**src/rtl/pc_pkg.sv**
```systemverilog
// Shared types for the fetch program counter and its return-address stack.
package pc_pkg;

  localparam int PC_ADDR_W = 32;

  typedef logic [PC_ADDR_W-1:0] addr_t;

  // Source of the next fetch address, listed from lowest to highest priority.
  typedef enum logic [2:0] {
    SRC_HOLD,
    SRC_SEQ,
    SRC_JUMP,
    SRC_RET,
    SRC_BRANCH,
    SRC_TRAP
  } pc_src_e;

endpackage

```
**src/rtl/ras_stack.sv**
```systemverilog
// Circular return-address stack: push grows, pop shrinks, push+pop replaces top.
// A push into a full stack overwrites the oldest entry and sets a sticky overflow flag.
module ras_stack #(
  parameter int ADDR_W    = 32,
  parameter int RAS_DEPTH = 8
) (
  input  logic              clk,
  input  logic              rst,
  input  logic              push,
  input  logic              pop,
  input  logic [ADDR_W-1:0] push_data,
  output logic [ADDR_W-1:0] top,
  output logic              empty,
  output logic              full,
  output logic              overflow
);

  localparam int PTR_W = $clog2(RAS_DEPTH);
  localparam int CNT_W = PTR_W + 1;

  logic [ADDR_W-1:0] mem [RAS_DEPTH];
  logic [PTR_W-1:0]  top_ptr;
  logic [CNT_W-1:0]  count;
  logic              do_replace;
  logic              do_push;
  logic              do_pop;
  logic [PTR_W-1:0]  wr_ptr;

  assign empty = (count == '0);
  assign full  = (count == CNT_W'(RAS_DEPTH));
  assign top   = mem[top_ptr];

  // Replacing the top of an empty stack degenerates into an ordinary push.
  assign do_replace = push && pop && !empty;
  assign do_push    = push && !do_replace;
  assign do_pop     = pop && !push && !empty;
  assign wr_ptr     = do_replace ? top_ptr : top_ptr + PTR_W'(1);

  // Storage needs no reset: entries are only read while count is non-zero.
  always_ff @(posedge clk) begin
    if (do_push || do_replace) begin
      mem[wr_ptr] <= push_data;
    end
  end

  always_ff @(posedge clk or negedge rst) begin
    if (!rst) begin
      top_ptr  <= '0;
      count    <= '0;
      overflow <= 1'b0;
    end else if (do_push) begin
      top_ptr <= top_ptr + PTR_W'(1);
      if (full) begin
        overflow <= 1'b1;
      end else begin
        count <= count + CNT_W'(1);
      end
    end else if (do_pop) begin
      top_ptr <= top_ptr - PTR_W'(1);
      count   <= count - CNT_W'(1);
    end
  end

endmodule

```
**src/rtl/pc_unit_ras.sv**
```systemverilog
// Fetch program counter with trap/branch/return/jump redirects and a return-address stack.
// All outputs are registered; pc changes become visible the cycle after the deciding edge.
module pc_unit_ras
  import pc_pkg::*;
#(
  parameter int              ADDR_W    = 32,
  parameter int              STEP      = 1,
  parameter logic [ADDR_W-1:0] RESET_VEC = '0,
  parameter logic [ADDR_W-1:0] TRAP_VEC  = '0,
  parameter int              RAS_DEPTH = 8
) (
  input  logic              clk,
  input  logic              rst,
  input  logic              trap,
  input  logic              do_branch,
  input  logic [ADDR_W-1:0] branch_address,
  input  logic              do_jump,
  input  logic [ADDR_W-1:0] jump_address,
  input  logic              do_call,
  input  logic              do_return,
  input  logic [ADDR_W-1:0] ret_fallback,
  input  logic              consumed_inst,
  output logic [ADDR_W-1:0] pc,
  output logic              redirect,
  output logic              ras_empty,
  output logic              ras_full,
  output logic              ras_overflow
);

  pc_src_e           src;
  logic [ADDR_W-1:0] link;
  logic [ADDR_W-1:0] ras_top;
  logic [ADDR_W-1:0] next_pc;
  logic              ras_push;
  logic              ras_pop;

  assign link = pc + ADDR_W'(STEP);

  always_comb begin
    src = SRC_HOLD;
    if (trap)               src = SRC_TRAP;
    else if (do_branch)     src = SRC_BRANCH;
    else if (do_return)     src = SRC_RET;
    else if (do_jump)       src = SRC_JUMP;
    else if (consumed_inst) src = SRC_SEQ;
  end

  // Only the winning source may touch the stack; a return that wins alongside
  // jump+call is a co-routine swap and replaces the top with the new link.
  assign ras_push = do_jump && do_call && ((src == SRC_JUMP) || (src == SRC_RET));
  assign ras_pop  = (src == SRC_RET);

  always_comb begin
    next_pc = pc;
    case (src)
      SRC_TRAP:   next_pc = TRAP_VEC;
      SRC_BRANCH: next_pc = branch_address;
      SRC_RET:    next_pc = ras_empty ? ret_fallback : ras_top;
      SRC_JUMP:   next_pc = jump_address;
      SRC_SEQ:    next_pc = link;
      default:    next_pc = pc;
    endcase
  end

  always_ff @(posedge clk or negedge rst) begin
    if (!rst) begin
      pc       <= RESET_VEC;
      redirect <= 1'b0;
    end else begin
      pc       <= next_pc;
      redirect <= (src != SRC_HOLD) && (src != SRC_SEQ);
    end
  end

  ras_stack #(
    .ADDR_W    (ADDR_W),
    .RAS_DEPTH (RAS_DEPTH)
  ) u_ras (
    .clk       (clk),
    .rst       (rst),
    .push      (ras_push),
    .pop       (ras_pop),
    .push_data (link),
    .top       (ras_top),
    .empty     (ras_empty),
    .full      (ras_full),
    .overflow  (ras_overflow)
  );

endmodule

```
**config.mk**
```make
export PLATFORM = sky130hd
export DESIGN_NAME = pc_unit_ras
export DESIGN_NICKNAME = d
export VERILOG_FILES = /design/src/rtl/pc_pkg.sv /design/src/rtl/ras_stack.sv /design/src/rtl/pc_unit_ras.sv
export SDC_FILE = /design/constraint.sdc
export NUM_CORES = 1
export LEC_CHECK = 0
export ABC_AREA = 1
export ABC_CLOCK_PERIOD_IN_PS = 3750
export CORE_MARGIN = 1
export CORE_UTILIZATION = 45
export DETAILED_ROUTE_END_ITERATION = 10
export PLACE_DENSITY_LB_ADDON = 0.15
export RECOVER_POWER = 50
export SETUP_SLACK_MARGIN = 0.1
export SLEW_MARGIN = 20
export SYNTH_ARGS = -nofsm -noshare
export SYNTH_HDL_FRONTEND = slang
export SYNTH_SLANG_ARGS = --single-unit
```
**constraint.sdc**
```tcl
create_clock -name clk -period 3.75 [get_ports clk]
set_clock_uncertainty 0.05 [all_clocks]
set_input_delay 0.5625 -clock clk [delete_from_list [all_inputs] [get_ports clk]]
set_output_delay 0.5625 -clock clk [all_outputs]
set_load 0.02 [all_outputs]
```
==> reports/results.tsv <==
metric	value	unit
critical path fanouts, max	28	
clk slew on worst S/H paths	60	ps
Root Buffer	clkbuf_16	
Routed Antenna Nets	0	
Max Transition Viols Final	31	
FMAX	0.325	GHz
crit path launch type	input pin	
CTS Buf Count	30	
reg2reg path depth	5	
PortBufs	139	
Syn Inst Count	1314	
Setup CP Type	in2reg	
final hold violations	0	
status	complete, but fails checks	
Hold Path Depth	1	
aggregate global-route resource usage	25.7	%
Worst VDD drop	0.406	mV
# Post-CTS Setup Buffers	0	
reg-to-reg critical path startpoint	pc[2]	
Die X	176	um
TritonCTS clock tree	done	
Wirelength per Cell	21.1	um
Synth Area per Inst	10.3	um^2
layout cells sized above 1	7.28	%
Ys Warns	0	
Max-slew headroom	-41.6	%
GR Overflow Total	0	
core box area	29600	um^2
Max Root-Sink Buffers	3	
Yosys reg bits	297	
vias in the first global route	10100	
reg-to-reg setup timing slack	1090	ps
CP arrival	3250	ps
Final Wtd Congestion	0.897	
CP required	3930	ps
Nets	1554	
Lkg Pwr	6.23	nW
Pre-antenna DRT Iters	6	
crit share post-route	81.9	%
Iter 0 DRT Violations	1120	
Worst Hold Class	reg2reg	
worst hold path startpoint	u_ras.overflow	
diode count	0	
Setup TNS	0	ps
PD cells	650	nW/um^2
H-tree Lvls	1	
Crit. End Element	flop	
failing checks	capacitance limit, slew limit	
dpl cells	1803	
cts hold-fix bufs	0	
Via density	5.62	
Worst Tran Pin Value	2120	ps
Max Cap Violations	1	
Num Clock Sinks	297	
P&R area growth vs syn	21.1	%
initial antenna violation count	0	
Worst Hold End	u_ras.overflow	
Syn Std Cell Area	13600	um^2
largest net degree at the start of global routing	83	
setup ws final	677	ps
hpwl dp	24500	um
DR vias	10400	
Final min period	3070	ps
clock latency on the worst-skew pair	550	ps
Initial Util	45.9	%
post-CTS sizing	0	
sequential element share of the synthesized area	64.1	%
DP Worst Slack	571	ps
DIE AREA	30900	um^2
Finished Layout Cells	1859	
final wirelength	39300	um
Post-Syn Nets	1423	
Ports	140	
RSZ-0062 raised after global routing	no	
first-pass GRT wire length	59400	um
Die Ht	176	um
Synth cell types	49	
drc violations	0	
row count	63	
final setup vio count	0	
R2R Path End	u_ras.mem[5][13]	
## worst max-delay path, stage by stage
cell and delay, ps:
dlygate4sd3_1 600, nor2_1 360, nand2_4 130, nor3_4 240, inv_1 70, o21ai_0 300, nand2_1 180, nor2_1 480
buf_12 300
## kinds of logic after synthesis
| group | count (synthesis) | synth area share [%] |
|---|---|---|
| compound gates | 153 | 7.32 |
| xor+xnor | 22 | 1.47 |
| fa+ha+maj | 5 | 0.460 |
| buf+inv | 131 | 4.06 |
| flops | 297 | 64.1 |
| simple gates | 706 | 22.6 |
## state kept, by name, indices dropped and copies added, names as in the netlist
register	cells
u_ras.count	4
pc	32
u_ras.top_ptr	3
u_ras.mem	256
redirect	1
u_ras.overflow	1
## how the worst max path moves through the flow
stage / startpoint / endpoint / slack [ps] / cells after the start
after floorplan: do_branch / u_ras.mem[0][0] / 500 / 6
after global placement: trap / u_ras.mem[3][23] / 630 / 8
after detailed placement: trap / u_ras.mem[3][28] / 570 / 8
after CTS: trap / u_ras.mem[3][23] / 1130 / 8
after global routing: trap / u_ras.mem[7][31] / 530 / 8
final: trap / u_ras.mem[2][8] / 680 / 9
## stage by stage
| step | power, mW | area (um^2) | utilization [%] | hold slack [ps] |
|---|---|---|---|---|
| CTS | 10.8 | 16500 | 55.8 | 89.6 |
| detailed placement | 7.86 | 15500 | 52.4 | 433 |
| finish | 10.7 | 16500 | 55.5 | 449 |
| global placement | 7.83 | 15500 | 52.4 | 419 |
| floorplan | 6.54 | 13600 | - | 217 |
| global route | 11.2 | 16500 | 55.5 | 477 |
## synth_stat cells (all sizes together)
master	n	area share, %
clkbuf	17	0.47
buf	52	1.9
ha	5	0.46
dfrtp	41	7.5
nor2	93	2.8
a22oi	46	2.5
and2	2	0.092
o21ai	23	0.96
nand3	183	6.9
nand3b	1	0.055
inv	61	1.7
and3	1	0.046
xor2	19	1.2
o221ai	1	0.064
nor3	10	0.49
xnor2	3	0.25
o22ai	2	0.092
a31o	1	0.064
clkinv	1	0.028
o21a	4	0.22
a22o	1	0.064
o2111ai	4	0.26
o21bai	2	0.11
a211oi	1	0.055
a21oi	50	1.9
nor3b	1	0.055
o211ai	17	0.94
nand4	26	1.2
or2	2	0.092
edfxtp	256	57
a21o	1	0.055
nand2	387	11
## routing by layer
layer | vias up | global-route usage, % | share of wire [%]
li1 | 4866 | - | -
met1 | 5029 | 36.7 | 43
met3 | 70 | 3.66 | 7.8
met5 | - | 0 | 0
met2 | 483 | 40.9 | 47
met4 | 0 | 7.61 | 2.6
## cell type report
cell class	count	area, um^2
Timing Repair Buffer	168	1700
Multi-Input combinational cell	886	4330
Inverter	62	234
Fill cell	2634	13200
Clock buffer	47	946
Sequential cell	297	8720
Clock inverter	9	46.3
Tap cell	390	488
## cell usage in the layout (no fill, tap or decap), types with 17 or more instances in the layout
cell,count
xor2_1,19
buf_4,20
dlygate4sd3_1,26
nor2_1,84
nand2_1,383
clkdlybuf4s50_1,112
nand4_1,25
a21oi_1,49
nand3_1,182
edfxtp_1,256
inv_1,56
o21ai_0,21
a22oi_1,46
clkbuf_16,31
dfrtp_1,39
o211ai_1,17
## power breakdown
group | switching, mW | total (mW) | internal (mW)
registers | 0.254 | 4.22 | 3.96
logic | 2.43 | 3.54 | 1.11
clock network | 1.22 | 2.94 | 1.72
total | 3.90 | 10.7 | 6.80
No activity file was read; power rests on OpenSTA's default activity.
==> patch 1, RTL diff (config.mk and constraints unchanged) <==
`ADDR_W` is set to 32 in 2 places; all go to 36.
--- a/src/rtl/ras_stack.sv
+++ b/src/rtl/ras_stack.sv
@@ -2,5 +2,5 @@
 // A push into a full stack overwrites the oldest entry and sets a sticky overflow flag.
 module ras_stack #(
-  parameter int ADDR_W    = 32,
+  parameter int ADDR_W    = 36,
   parameter int RAS_DEPTH = 8
 ) (
--- a/src/rtl/pc_unit_ras.sv
+++ b/src/rtl/pc_unit_ras.sv
@@ -4,5 +4,5 @@
   import pc_pkg::*;
 #(
-  parameter int              ADDR_W    = 32,
+  parameter int              ADDR_W    = 36,
   parameter int              STEP      = 1,
   parameter logic [ADDR_W-1:0] RESET_VEC = '0,
Interface: changed (resized branch_address, jump_address, pc and ret_fallback); port bits go from 140 to 156. The function was not compared with the original's and may differ.
==> patch 1 against the unedited design <==
- the flow still finishes with violations (max-capacitance violations, max-slew violations)
- hold slack got worse by 0.019 ns
- routed wire length increased by 12%
- sequential cell count increased by 36
- die area increased by 13%
- via count increased by 12%
- worst setup slack improved by 0.093 ns
- synthesized area increased by 13%
- design area increased by 13%
- fmax increased by 3.1%
- power increased by 17%
- count of clock-buffer cells in the layout increased by 4
- largest cell class unchanged
==> patch 1: results (changes against the unedited design) <==
clkbuf count 51 (was 47); non-clock inverter count 79 (was 62); R2R depth 9 (was 5); Switching Share 0.358 (was 0.365); PortBufs 155 (was 139); max-slew violation count 22 (was 31); Clock-cell share 0.0684 (was 0.0603); vias in the first global route 11.4k (was 10.1k); status finished with violations (unchanged); seq pwr 4.81 mW (was 4.22 mW); CP arrival 3.33 ns (was 3.25 ns); DRT Wirelength 43800 um (was 39300 um); Power Total 12.5 mW (was 10.7 mW); multi-input gates 992 (was 886); failing checks max-capacitance violations, max-slew violations (unchanged); FF-to-FF End pc[34] (was u_ras.mem[5][13]); placed insts 2037 (was 1803); Clock Latency Late Sink 0.52 ns (was 0.55 ns); pwr/cell area 670 nW/um2 (was 650 nW/um2); via count 11.7k (was 10.4k); Syn Inst Count 1482 (was 1314); RR Startpoint u_ras.top_ptr[0] (was pc[2]); Horiz. Die Dim 187 um (was 176 um); maximum VDD drop 0.000807 V (was 0.000406 V); fill count 2880 (was 2634); Final non-clock buffer share 0.0999 (was 0.103); clock power share 0.302 (was 0.275); Slew headroom -0.0597 (was -0.416); Async S/R FF share, synth 0.135 (was 0.138); pin count of the biggest net entering global routing 145 (was 83); placed cell area 17400 um2 (was 15500 um2); DP Worst Slack 0.599 ns (was 0.571 ns); Lkg Pwr 7.04 nW (was 6.23 nW); R2R Setup Slk 0.90 ns (was 1.09 ns); max capacitance violation total 1 (unchanged); hold_ws 0.430 ns (was 0.449 ns); fraction of area in registers 0.524 (was 0.530); DR vias/cell 5.55 (was 5.62); fin nets 1751 (was 1554)
[patch 1: cell count changes after synthesis, moves of 12 or more]
cell / unedited run / this run
edfxtp_1: 256 / 288
nand2_1: 382 / 411
nor2_1: 86 / 104
a21oi_1: 48 / 63
a22oi_1: 46 / 61
inv_1: 56 / 71
o21ai_0: 19 / 31
[patch 1: layer usage]
layer / global-route usage / wire length [um] / up-vias
li1: - / - / 5491
met4: 0.0719 / 1030 / 0
met5: 0 / 0 / -
met2: 0.402 / 20500 / 461
met3: 0.0374 / 3090 / 64
met1: 0.360 / 19300 / 5674
[patch 1: worst max path at each step]
| stage | to | slack [ns] | depth (start not counted) |
|---|---|---|---|
| 4_1_cts | pc[34] | 0.86 | 9 |
| 6_report | u_ras.count[3] | 0.77 | 12 |
| 2_1_floorplan | u_ras.mem[5][0] | 0.25 | 10 |
| 3_3_place_gp | u_ras.mem[6][13] | 0.66 | 8 |
| 3_5_place_dp | u_ras.mem[6][13] | 0.60 | 8 |
| 5_1_grt | u_ras.count[3] | 0.54 | 12 |
[patch 1: kinds of logic (layout without fill, tap and decap cells)]
logic type | Yosys count | after routing | share of synthesized area
buffers and inverters | 157 | 334 | 0.0442
XOR/XNOR | 23 | 23 | 0.0136
AND/OR/NAND/NOR | 768 | 768 | 0.217
flip-flops | 333 | 333 | 0.638
multiplexers | 1 | 1 | 0.000653
AO/OA/AOI/OAI | 195 | 195 | 0.0823
adder cells (fa/ha/maj) | 5 | 5 | 0.00408
[patch 1: timing repair]
item | in CTS | in global routing
hold buffers | 0 | 1
endpoints found under the setup margin | 0 | 0
hold endpoints to repair | 0 | 13
==> patch 2, RTL diff (same settings) <==
Made on the original files. Remove the register `redirect`: a continuous assignment takes its place, so the output `redirect` follows one clock earlier.
--- a/src/rtl/pc_unit_ras.sv
+++ b/src/rtl/pc_unit_ras.sv
@@ -66,10 +66,10 @@
     if (!rst) begin
       pc       <= RESET_VEC;
-      redirect <= 1'b0;
     end else begin
       pc       <= next_pc;
-      redirect <= (src != SRC_HOLD) && (src != SRC_SEQ);
     end
   end
+
+  assign redirect = (src != SRC_HOLD) && (src != SRC_SEQ);
 
   ras_stack #(
Function: changed (a bounded check fails within 4 cycles, from zero or initial values and one cycle with rst low).
==> patch 2 against the unedited design <==
- the flow still finishes with violations (max-capacitance violations, max-slew violations)
- power up 1.3%
- cell count down 0.11%
- synthesized area down 0.18%
- routed wire length up 1.4%
- sequential cell count down 1
- design area down 0.27%
- worst setup slack worse by 0.17 ns
- global-route usage up 0.64 points
- critical path type is now in -> out
- largest cell class unchanged
==> patch 2: results (changes against the unedited design) <==
status finished with violations (unchanged); failing checks max-capacitance violations, max-slew violations (unchanged); Syn Area/Cell 10.3 um2 (about the same); Top reg by flops u_ras.mem (unchanged); pin count of the biggest net entering global routing 84 (was 83); DP HPWL 24300 um (was 24500 um); drt initial violations 1020 (was 1120); Synth Area in Adders 0.00461 (was 0.00460); R2R Setup Slk 0.90 ns (was 1.09 ns); first-pass GRT wire length 60700 um (was 59400 um); R2R depth 7 (was 5); DR pass1 iterations 7 (was 6); placed insts 1801 (was 1803); CP arrival 2.63 ns (was 3.25 ns); GRT met1 Usage 0.368 (was 0.367); compound-cell area share of the yosys netlist 0.0733 (was 0.0732); hold_ws 0.427 ns (was 0.449 ns); CP Max Fanout 6 (was 28); FF-to-FF End u_ras.mem[2][8] (was u_ras.mem[5][13]); xor/xnor share of the synthesized area 0.0148 (was 0.0147); initial antenna violation count 1 (was 0); max capacitance violation total 1 (unchanged); max-slew violation count 32 (was 31); Async S/R FF share, synth 0.135 (was 0.138); synth top area cells edfxtp_1, nand2_1, dfrtp_1, nand3_1, a22oi_1 (unchanged); Int Power 6.90 mW (was 6.80 mW); met2 wire len 18600 um (was 18300 um); placed cell area 15500 um2 (about the same); Worst-Margin Slew 2.43 ns (was 2.12 ns); via count 10.4k (about the same); M1 WL 17400 um (was 16900 um); Total Routing Usage GR 0.264 (was 0.257); Final TNS setup 0 ns (unchanged); clock power share 0.284 (was 0.275); Final Non-Filler Cells 1857 (was 1859); fin nets 1552 (was 1554); fin area 16400 um2 (was 16500 um2); proportion of layout cells with a drive suffix above 1 0.0675 (was 0.0728); Synth Net Count 1422 (was 1423); met3 Use GR 0.0418 (was 0.0366); met2 global-route usage 0.423 (was 0.409); Top Metal Used met4 (unchanged); Hold Crit Start u_ras.overflow (unchanged); Met3 Wirelength 2640 um (was 3080 um); fill count 2640 (was 2634); Seq/Total Area, Yosys 0.641 (about the same); routability-driven placement congestion ratio 0.872 (was 0.897); Lkg Pwr 6.21 nW (was 6.23 nW); maximum VDD drop 0.000419 V (was 0.000406 V); WL per Instance 21.5 um (was 21.1 um); power share of the combinational group 0.329 (was 0.331); DP Worst Slack 0.588 ns (was 0.571 ns)
## patch 2: cell count changes after synthesis, sizes merged
cell   before  now
dfrtp      41   40
## patch 2: layout make-up
cell class,count,share of cell area
Multi-Input combinational cell,886,0.264
Clock buffer,45,0.0523
Inverter,62,0.0143
Timing Repair Buffer,167,0.101
Tap cell,390,0.0297
Sequential cell,296,0.529
Clock inverter,11,0.00960
## patch 2: worst max-delay path by stage
| stage | from | end | slack (ns) |
|---|---|---|---|
| floorplan | do_branch | u_ras.mem[0][0] | 0.50 |
| global placement | trap | u_ras.mem[3][1] | 0.66 |
| detailed placement | trap | u_ras.mem[3][1] | 0.59 |
| CTS | do_jump | redirect | 0.65 |
| global route | trap | redirect | 0.33 |
| finish | trap | redirect | 0.51 |
## patch 2: critical path, cell delays in order
cell and delay, ns:
clkdlybuf4s50_1 0.48, nor2_1 0.36, o21ai_2 0.18, nand4_2 0.26, inv_2 0.07, nor2_1 0.11
clkdlybuf4s50_1 0.61
